**src/rtl/seq_adder_ctrl_pkg.sv**
```systemverilog
// rtl/seq_adder_ctrl_pkg.sv - shared types and sizing helpers for the sliced add/subtract controller
package seq_adder_ctrl_pkg;

    typedef enum logic [1:0] {
        ST_IDLE = 2'd0,
        ST_RUN  = 2'd1,
        ST_DONE = 2'd2
    } state_e;

    function automatic int num_slices(input int width, input int slice);
        return width / slice;
    endfunction

    function automatic bit width_ok(input int width, input int slice);
        return (slice > 0) && (width >= slice) && ((width % slice) == 0);
    endfunction

    // A single-slice build still needs a 1-bit index register.
    function automatic int idx_bits(input int n);
        return (n > 1) ? $clog2(n) : 1;
    endfunction

endpackage

```
**src/rtl/seq_adder_ctrl_adder_slice.sv**
```systemverilog
// rtl/seq_adder_ctrl_adder_slice.sv - combinational SLICE-bit ripple adder built from full-adder cells
module adder_slice #(
    parameter int SLICE = 4
) (
    input  logic [SLICE-1:0] a_i,
    input  logic [SLICE-1:0] b_i,
    input  logic             cin_i,
    output logic [SLICE-1:0] sum_o,
    output logic             cout_o,
    output logic             c_msb_in_o
);

    logic [SLICE:0] carry;

    assign carry[0] = cin_i;

    for (genvar i = 0; i < SLICE; i++) begin : g_fa
        assign sum_o[i]     = a_i[i] ^ b_i[i] ^ carry[i];
        assign carry[i+1]   = (a_i[i] & b_i[i]) | (carry[i] & (a_i[i] ^ b_i[i]));
    end

    // Carry into the top bit is only meaningful for signed overflow on the last slice.
    assign cout_o     = carry[SLICE];
    assign c_msb_in_o = carry[SLICE-1];

endmodule

```
**src/rtl/seq_adder_ctrl.sv**
```systemverilog
// rtl/seq_adder_ctrl.sv - multi-cycle wide add/subtract that time-shares one SLICE-bit adder
module seq_adder_ctrl
    import seq_adder_ctrl_pkg::*;
#(
    parameter int WIDTH = 16,
    parameter int SLICE = 4
) (
    input  logic             clock,
    input  logic             reset,
    input  logic             io_in_valid,
    output logic             io_in_ready,
    input  logic [WIDTH-1:0] io_in_a,
    input  logic [WIDTH-1:0] io_in_b,
    input  logic             io_in_cin,
    input  logic             io_in_sub,
    output logic             io_out_valid,
    input  logic             io_out_ready,
    output logic [WIDTH-1:0] io_out_sum,
    output logic             io_out_cout,
    output logic             io_out_ovf,
    output logic             io_busy
);

    localparam int N  = num_slices(WIDTH, SLICE);
    localparam int IW = idx_bits(N);
    localparam logic [IW-1:0] LAST_IDX = IW'(N - 1);

    if (!width_ok(WIDTH, SLICE)) begin : g_bad_params
        $error("seq_adder_ctrl: WIDTH must be a non-zero multiple of SLICE");
    end

    state_e           state_q, state_d;
    logic [IW-1:0]    idx_q, idx_d;
    logic             carry_q, carry_d;
    logic [WIDTH-1:0] a_q, a_d;
    logic [WIDTH-1:0] b_q, b_d;
    logic [WIDTH-1:0] sum_q, sum_d;
    logic             ovf_q, ovf_d;

    logic [SLICE-1:0] a_sl, b_sl, s_sl;
    logic             cout_sl, c_msb_sl;

    assign a_sl = a_q[idx_q*SLICE +: SLICE];
    assign b_sl = b_q[idx_q*SLICE +: SLICE];

    adder_slice #(
        .SLICE (SLICE)
    ) u_slice (
        .a_i        (a_sl),
        .b_i        (b_sl),
        .cin_i      (carry_q),
        .sum_o      (s_sl),
        .cout_o     (cout_sl),
        .c_msb_in_o (c_msb_sl)
    );

    always_ff @(posedge clock or negedge reset) begin
        if (!reset) begin
            state_q <= ST_IDLE;
            idx_q   <= '0;
            carry_q <= 1'b0;
            a_q     <= '0;
            b_q     <= '0;
            sum_q   <= '0;
            ovf_q   <= 1'b0;
        end else begin
            state_q <= state_d;
            idx_q   <= idx_d;
            carry_q <= carry_d;
            a_q     <= a_d;
            b_q     <= b_d;
            sum_q   <= sum_d;
            ovf_q   <= ovf_d;
        end
    end

    always_comb begin
        state_d = state_q;
        idx_d   = idx_q;
        carry_d = carry_q;
        a_d     = a_q;
        b_d     = b_q;
        sum_d   = sum_q;
        ovf_d   = ovf_q;
        unique case (state_q)
            ST_IDLE: begin
                if (io_in_valid) begin
                    // Subtraction is A + ~B + ~borrow, so the borrow-in flips into a carry-in.
                    a_d     = io_in_a;
                    b_d     = io_in_sub ? ~io_in_b : io_in_b;
                    carry_d = io_in_cin ^ io_in_sub;
                    idx_d   = '0;
                    state_d = ST_RUN;
                end
            end
            ST_RUN: begin
                sum_d[idx_q*SLICE +: SLICE] = s_sl;
                carry_d = cout_sl;
                if (idx_q == LAST_IDX) begin
                    ovf_d   = c_msb_sl ^ cout_sl;
                    state_d = ST_DONE;
                end else begin
                    idx_d = idx_q + 1'b1;
                end
            end
            ST_DONE: begin
                if (io_out_ready) begin
                    state_d = ST_IDLE;
                end
            end
            default: begin
                state_d = ST_IDLE;
            end
        endcase
    end

    assign io_in_ready  = (state_q == ST_IDLE);
    assign io_out_valid = (state_q == ST_DONE);
    assign io_busy      = (state_q != ST_IDLE);
    assign io_out_sum   = sum_q;
    assign io_out_cout  = carry_q;
    assign io_out_ovf   = ovf_q;

endmodule

```
**config.mk**
```make
export PLATFORM = sky130hd
export DESIGN_NAME = seq_adder_ctrl
export DESIGN_NICKNAME = d
export VERILOG_FILES = /design/src/rtl/seq_adder_ctrl_pkg.sv /design/src/rtl/seq_adder_ctrl_adder_slice.sv /design/src/rtl/seq_adder_ctrl.sv
export SDC_FILE = /design/constraint.sdc
export NUM_CORES = 1
export LEC_CHECK = 0
export ABC_AREA = 1
export CORE_MARGIN = 5
export CORE_UTILIZATION = 65
export CTS_BUF_LIST = sky130_fd_sc_hd__clkbuf_4 sky130_fd_sc_hd__clkbuf_8 sky130_fd_sc_hd__clkbuf_16
export CTS_CLUSTER_SIZE = 28
export DETAILED_ROUTE_END_ITERATION = 6
export DONT_BUFFER_PORTS = 1
export PLACE_DENSITY = 0.81
export SYNTH_ARGS = -nofsm -noshare
export SYNTH_HDL_FRONTEND = slang
export SYNTH_HIERARCHICAL = 1
export SYNTH_SLANG_ARGS = --single-unit
```
**constraint.sdc**
```tcl
create_clock -name clock -period 4.5 [get_ports clock]
set_clock_uncertainty 0.05 [all_clocks]
set_input_delay 0.45 -clock clock [delete_from_list [all_inputs] [get_ports clock]]
set_output_delay 0.45 -clock clock [all_outputs]
set_load 0.01 [all_outputs]
```
* Word-level counts from Yosys, hierarchy flattened *
Index checks and enable logic that the tools add are counted.

storage, ports and cells
  register bits after elaboration = 54
  input bits = 38
  output and inout bits = 21
  logic and storage cells = 62

cells by class
  add/sub/neg operators = 2
  eq/ne operators = 7
  shifts and indexed selects = 4
  multiplexer cells = 11
  bitwise logic cells = 23
  reduce and logical (&&, ||, !) cells = 8

operators with widths
  cell                       number
  $neg A4 Y34                1
  $shift A4 B34 Y16 const A  1
  $shiftx A4 B34 Y16         1
  $shiftx A16 B5 Y4          2
  $bwmux W16                 1
  $mux W16                   1
  $not A16 Y16               1
  $mux W2                    5
  $xor A1 B1 Y1              10
  $and A1 B1 Y1              8
  $ne A2 B2 Y1 const B       3
  $pmux W2 S3                1
  $reduce_and A2 Y1          3
  $reduce_and A3 Y1          2
  $eq A2 B2 Y1 const B       2
  $or A1 B1 Y1               4
  $pmux W2 S2                1
  $reduce_bool A2 Y1         2
  $add A2 B1 Y2 const B      1
  $eq A2 B1 Y1 const B       1
  $logic_not A2 Y1           1
  $ne A2 B1 Y1 const B       1
  $pmux W1 S2                1
  $mux W1                    1

* Longest topological paths before layout *
  word-level depth = 11
  mapped depth = 14
  mapped depth without buffers = 13

* Cells and area by module *
The synthesis kept the hierarchy.

modules (own cells, without submodules)
  module          instances  cells each  area each (um^2)  sequential area each (um^2)
  seq_adder_ctrl  1          312         2632.5            1351.3
  adder_slice     1          12          110.1             0.0

* Worst setup path before layout *
No wires, ideal clock.

  path type = register to register
  start = register idx_q[0]
  end = register sum_q[15], in the netlist io_out_sum[15]
  setup time = 0.116 ns
  arrival time = 2.752 ns
  required time = 4.334 ns
  path slack = 1.582 ns
  stages on the path, launching flop included = 15
  buffers on the path = 1
  clock period less this slack = 2.918 ns
  path through = dfrtp_1 > inv_2 > clkbuf_1 > o21ai_0 > o22ai_1 > fa_1 > inv_1 > fa_1 > fa_1 > inv_1 > fa_1 > nand2_1 > nor2_1 > nand2_1 > nand2_1

between the ends
  longest elaborated chain between the ends = 11
  elaborated cells between the ends (all ways) = 23
  those cells by class = add/sub (1); shift (4); mux (1); bitwise (17)

ends and longest elaborated chain
  what                    line                              source
  from (decl)             seq_adder_ctrl.sv:33              logic [IW-1:0] idx_q, idx_d;
  from (signal assigned)  seq_adder_ctrl.sv:68              idx_q <= idx_d;
  $shiftx A16 B5 Y4 *     seq_adder_ctrl.sv:43              assign a_sl = a_q[idx_q*SLICE +: SLICE];
  net a_sl[0]             seq_adder_ctrl.sv:40              logic [SLICE-1:0] a_sl, b_sl, s_sl;
  $xor A1 B1 Y1           seq_adder_ctrl_adder_slice.sv:19  assign carry[i+1] = (a_i[i] & b_i[i]) | (carry[i] & (a_i[i] ^ b_i[i]));
  $and A1 B1 Y1           seq_adder_ctrl_adder_slice.sv:19
  $or A1 B1 Y1 *          seq_adder_ctrl_adder_slice.sv:19
  $and A1 B1 Y1 *         seq_adder_ctrl_adder_slice.sv:19
  $or A1 B1 Y1 *          seq_adder_ctrl_adder_slice.sv:19
  $and A1 B1 Y1 *         seq_adder_ctrl_adder_slice.sv:19
  $or A1 B1 Y1 *          seq_adder_ctrl_adder_slice.sv:19
  net c_msb_sl            seq_adder_ctrl.sv:41              logic cout_sl, c_msb_sl;
  $xor A1 B1 Y1 *         seq_adder_ctrl_adder_slice.sv:18  assign sum_o[i] = a_i[i] ^ b_i[i] ^ carry[i];
  net s_sl[3]             seq_adder_ctrl.sv:40
  $shiftx A4 B34 Y16 *    seq_adder_ctrl.sv:97              sum_d[idx_q*SLICE +: SLICE] = s_sl;
  $bwmux W16 *            seq_adder_ctrl.sv:97
  to (signal assigned)    seq_adder_ctrl.sv:72              sum_q <= sum_d;
  to (decl)               seq_adder_ctrl.sv:37              logic [WIDTH-1:0] sum_q, sum_d;

Mark *: on every way through the listed nets, which the timed path passes. The rest lies on a longest branch.
A chain may end at the register's enable or synchronous reset.

* Final worst setup path *
  start = register idx_q[0]
  end = register sum_q[7], in the netlist io_out_sum[7]

The elaborated chain is that of the path after synthesis.

==> out/results.ini <==
[clock_tree]
h-tree-depth=2
cts_made_buffers=5
cts_resized=0
root_buffer=clkbuf_8
clock_latency_ns=0.30
cts_setup_buffers=0
cts_tree=yes
cts.reportedPaths.clkPinSlew_ns=0.10
clock_sinks=54
clock_path_buffers=2

[cells_and_area]
fin_cells=373
area_growth_pct=6.61
seqCellArea_mm2=0.00135
final_cell_mix=nand2_1, dfrtp_1, o21ai_0
layout-drive-gt1-share_pct=6.81
multiInputGateArea_mm2=0.00123
fillers=309
final_common_cell=nand2_1
fin_area_mm2=0.00292
nets=369
n_antenna_cell=0

[worst_setup_path]
arrival_ns=3.48
end_kind=register
worstSetupPathType=reg2reg
reg2reg_to=io_out_sum[7]$_DFFE_PN0P_
reg2reg_from=idx_q[0]$_DFFE_PN0P_
cp-start-kind=register
reg2regPathDepth=13
required_ns=4.65
crit_fanout=27
r2r_slack_ns=1.17

[detailed_routing]
vias=2028
drt-total-wl_um=5290
detail-route-antenna-nets=0
drc_errors=0
wl_per_cell_um=14.2
viasPerCell=5.44
initialDrtViolationCount=132
drtPass1Iterations=4

[placement]
place_congestion=0.877
io_buffer_count=0
dpl-instance-area_mm2=0.00274
placed_cells=363
dp_slack_ns=1.23
dp_hpwl_um=3930

[floorplanning]
placementRows=23
ios=59
die_x_um=75.0
die_area_mm2=0.00562
die_h_um=75.0
start_util_pct=67.6
core_mm2=0.00406

[synth]
syn_inst=324
synth_area_mm2=0.00274
yosys.area.top_type=dfrtp_1
syn_nets=371
ys_warn_count=6
synth_top_area_share_pct=49.3
yosysSeqAreaShare_pct=49.3
netlist_top_cells_area=dfrtp_1, nand2_1, o21ai_0
yosysUniqueCellTypes=21
syn_area_per_cell_um2=8.46
ys_seq_elements=54

[global_route]
grt_pass1_wl_um=9300
antenna_found_initial=0
grt_start_max_net_pins=55
grt_pass1_vias=1964
track_usage_pct=21.8
overflow=0

[power]
p_leak_nw=1.48
p_total_mw=2.40
powerDensity_mw_per_mm2=822
peakVddDrop_v=0.000384

[run_status]
status=completed

[min_path]
min_path_cells=1
min_path_type=in2reg
min_from=io_out_ready
holdPathEnd=state_q[1]$_DFFE_PN0P_

[timing]
grt_setup_unrepaired=no
tightestPinTransition_ns=0.557
setup_viol=0
worst_slack_ns=1.17
slew_viol_final=0
max_slew_margin_pct=62.9
period_share_pct=74.1
fmax_mhz=300
fin_crit_ns=3.33
setup_tns_ns=0
hold_viol=0

[flow_run]
drv_cap=0

-- final cells by class --
type	count	share of cell area [%]
clock inverters	2	2.05
flip-flops and latches	54	46.2
multi-input cells	234	42.1
well taps	50	2.14
repair buffers	2	1.28
clock buffers	6	2.82
inverters	25	3.38
-- synth_stat cells --
library cell and count:
o22ai_1 8, nor2_4 5, inv_2 2, fa_1 4
o21ai_0 38, o21ai_1 2, buf_4 3, xnor2_1 17
clkinv_4 1, o31ai_1 1, nand4_1 2, nand2_1 122
ha_1 5, clkbuf_1 1, nand2_4 5, dfrtp_1 54
clkinv_1 1, inv_1 21, buf_2 7, nor2_1 21
nand3_1 4
-- power breakdown --
group | switching, mW | internal [mW] | leakage, nW
clock | 0.150 | 0.237 | 0.0714
sequential | 0.220 | 0.708 | 0.693
combinational | 0.703 | 0.383 | 0.720
total | 1.07 | 1.33 | 1.48
-- flip-flops by register name (all words and copies together), names as in the netlist --
| name | cells |
|---|---|
| a_q | 16 |
| b_q | 16 |
| idx_q | 2 |
| io_out_cout | 1 |
| io_out_ovf | 1 |
| io_out_sum | 16 |
| state_q | 2 |
-- stage by stage --
| step | hold slack [ns] | util [%] |
|---|---|---|
| after global placement | 0.106 | 67.6 |
| after CTS | 0.170 | 72.1 |
| after detailed placement | 0.106 | 67.6 |
| after floorplan | 0.104 | - |
| after global routing | 0.169 | 72.1 |
| final | 0.181 | 72.1 |
-- kinds of logic after synthesis --
| group | Yosys count | share of synthesized area [%] |
|---|---|---|
| AOI/OAI and AO/OA | 49 | 9.40 |
| xor gates and xnor gates | 17 | 5.43 |
| adders and majority gates | 9 | 5.20 |
| buffers and inverters | 36 | 5.84 |
| DFF | 54 | 49.3 |
| and+or+nand+nor | 159 | 24.9 |
-- worst max-delay path by stage --
stage                                    start                         end  slack [ns]
final                     idx_q[0]$_DFFE_PN0P_   io_out_sum[7]$_DFFE_PN0P_        1.17
after global routing      idx_q[0]$_DFFE_PN0P_  io_out_sum[15]$_DFFE_PN0P_        0.90
after CTS                 idx_q[0]$_DFFE_PN0P_   io_out_sum[7]$_DFFE_PN0P_        1.21
after detailed placement  idx_q[0]$_DFFE_PN0P_   io_out_sum[7]$_DFFE_PN0P_        1.23
after global placement    idx_q[0]$_DFFE_PN0P_   io_out_sum[7]$_DFFE_PN0P_        1.30
after floorplan           idx_q[0]$_DFFE_PN0P_  io_out_sum[15]$_DFFE_PN0P_        1.58
-- worst max-delay path: stages, from the launching register on --
cell and delay, ns:
dfrtp_1 0.59, inv_2 0.41, o21ai_0 0.14, o22ai_1 0.19, fa_1 0.21, inv_1 0.05, fa_1 0.37, fa_1 0.36
inv_1 0.10, fa_1 0.44, nand2_1 0.11, nor2_1 0.06, nand2_1 0.08, nand2_1 0.05
-- routing by layer --
layer  up-vias  track usage, %  wire (um)
met5         -               0          0
met4         0            6.32         66
met3         7            6.54        398
met2        68            33.6       2470
met1       941            30.0       2350
li1       1012               -          -
-- repair_timing --
action / in CTS / in global routing
endpoints found under the setup margin: 0 / 0
hold endpoints to repair: 54 / 0
hold buffers: 2 / 0
No activity file was read; power rests on OpenSTA's default activity.
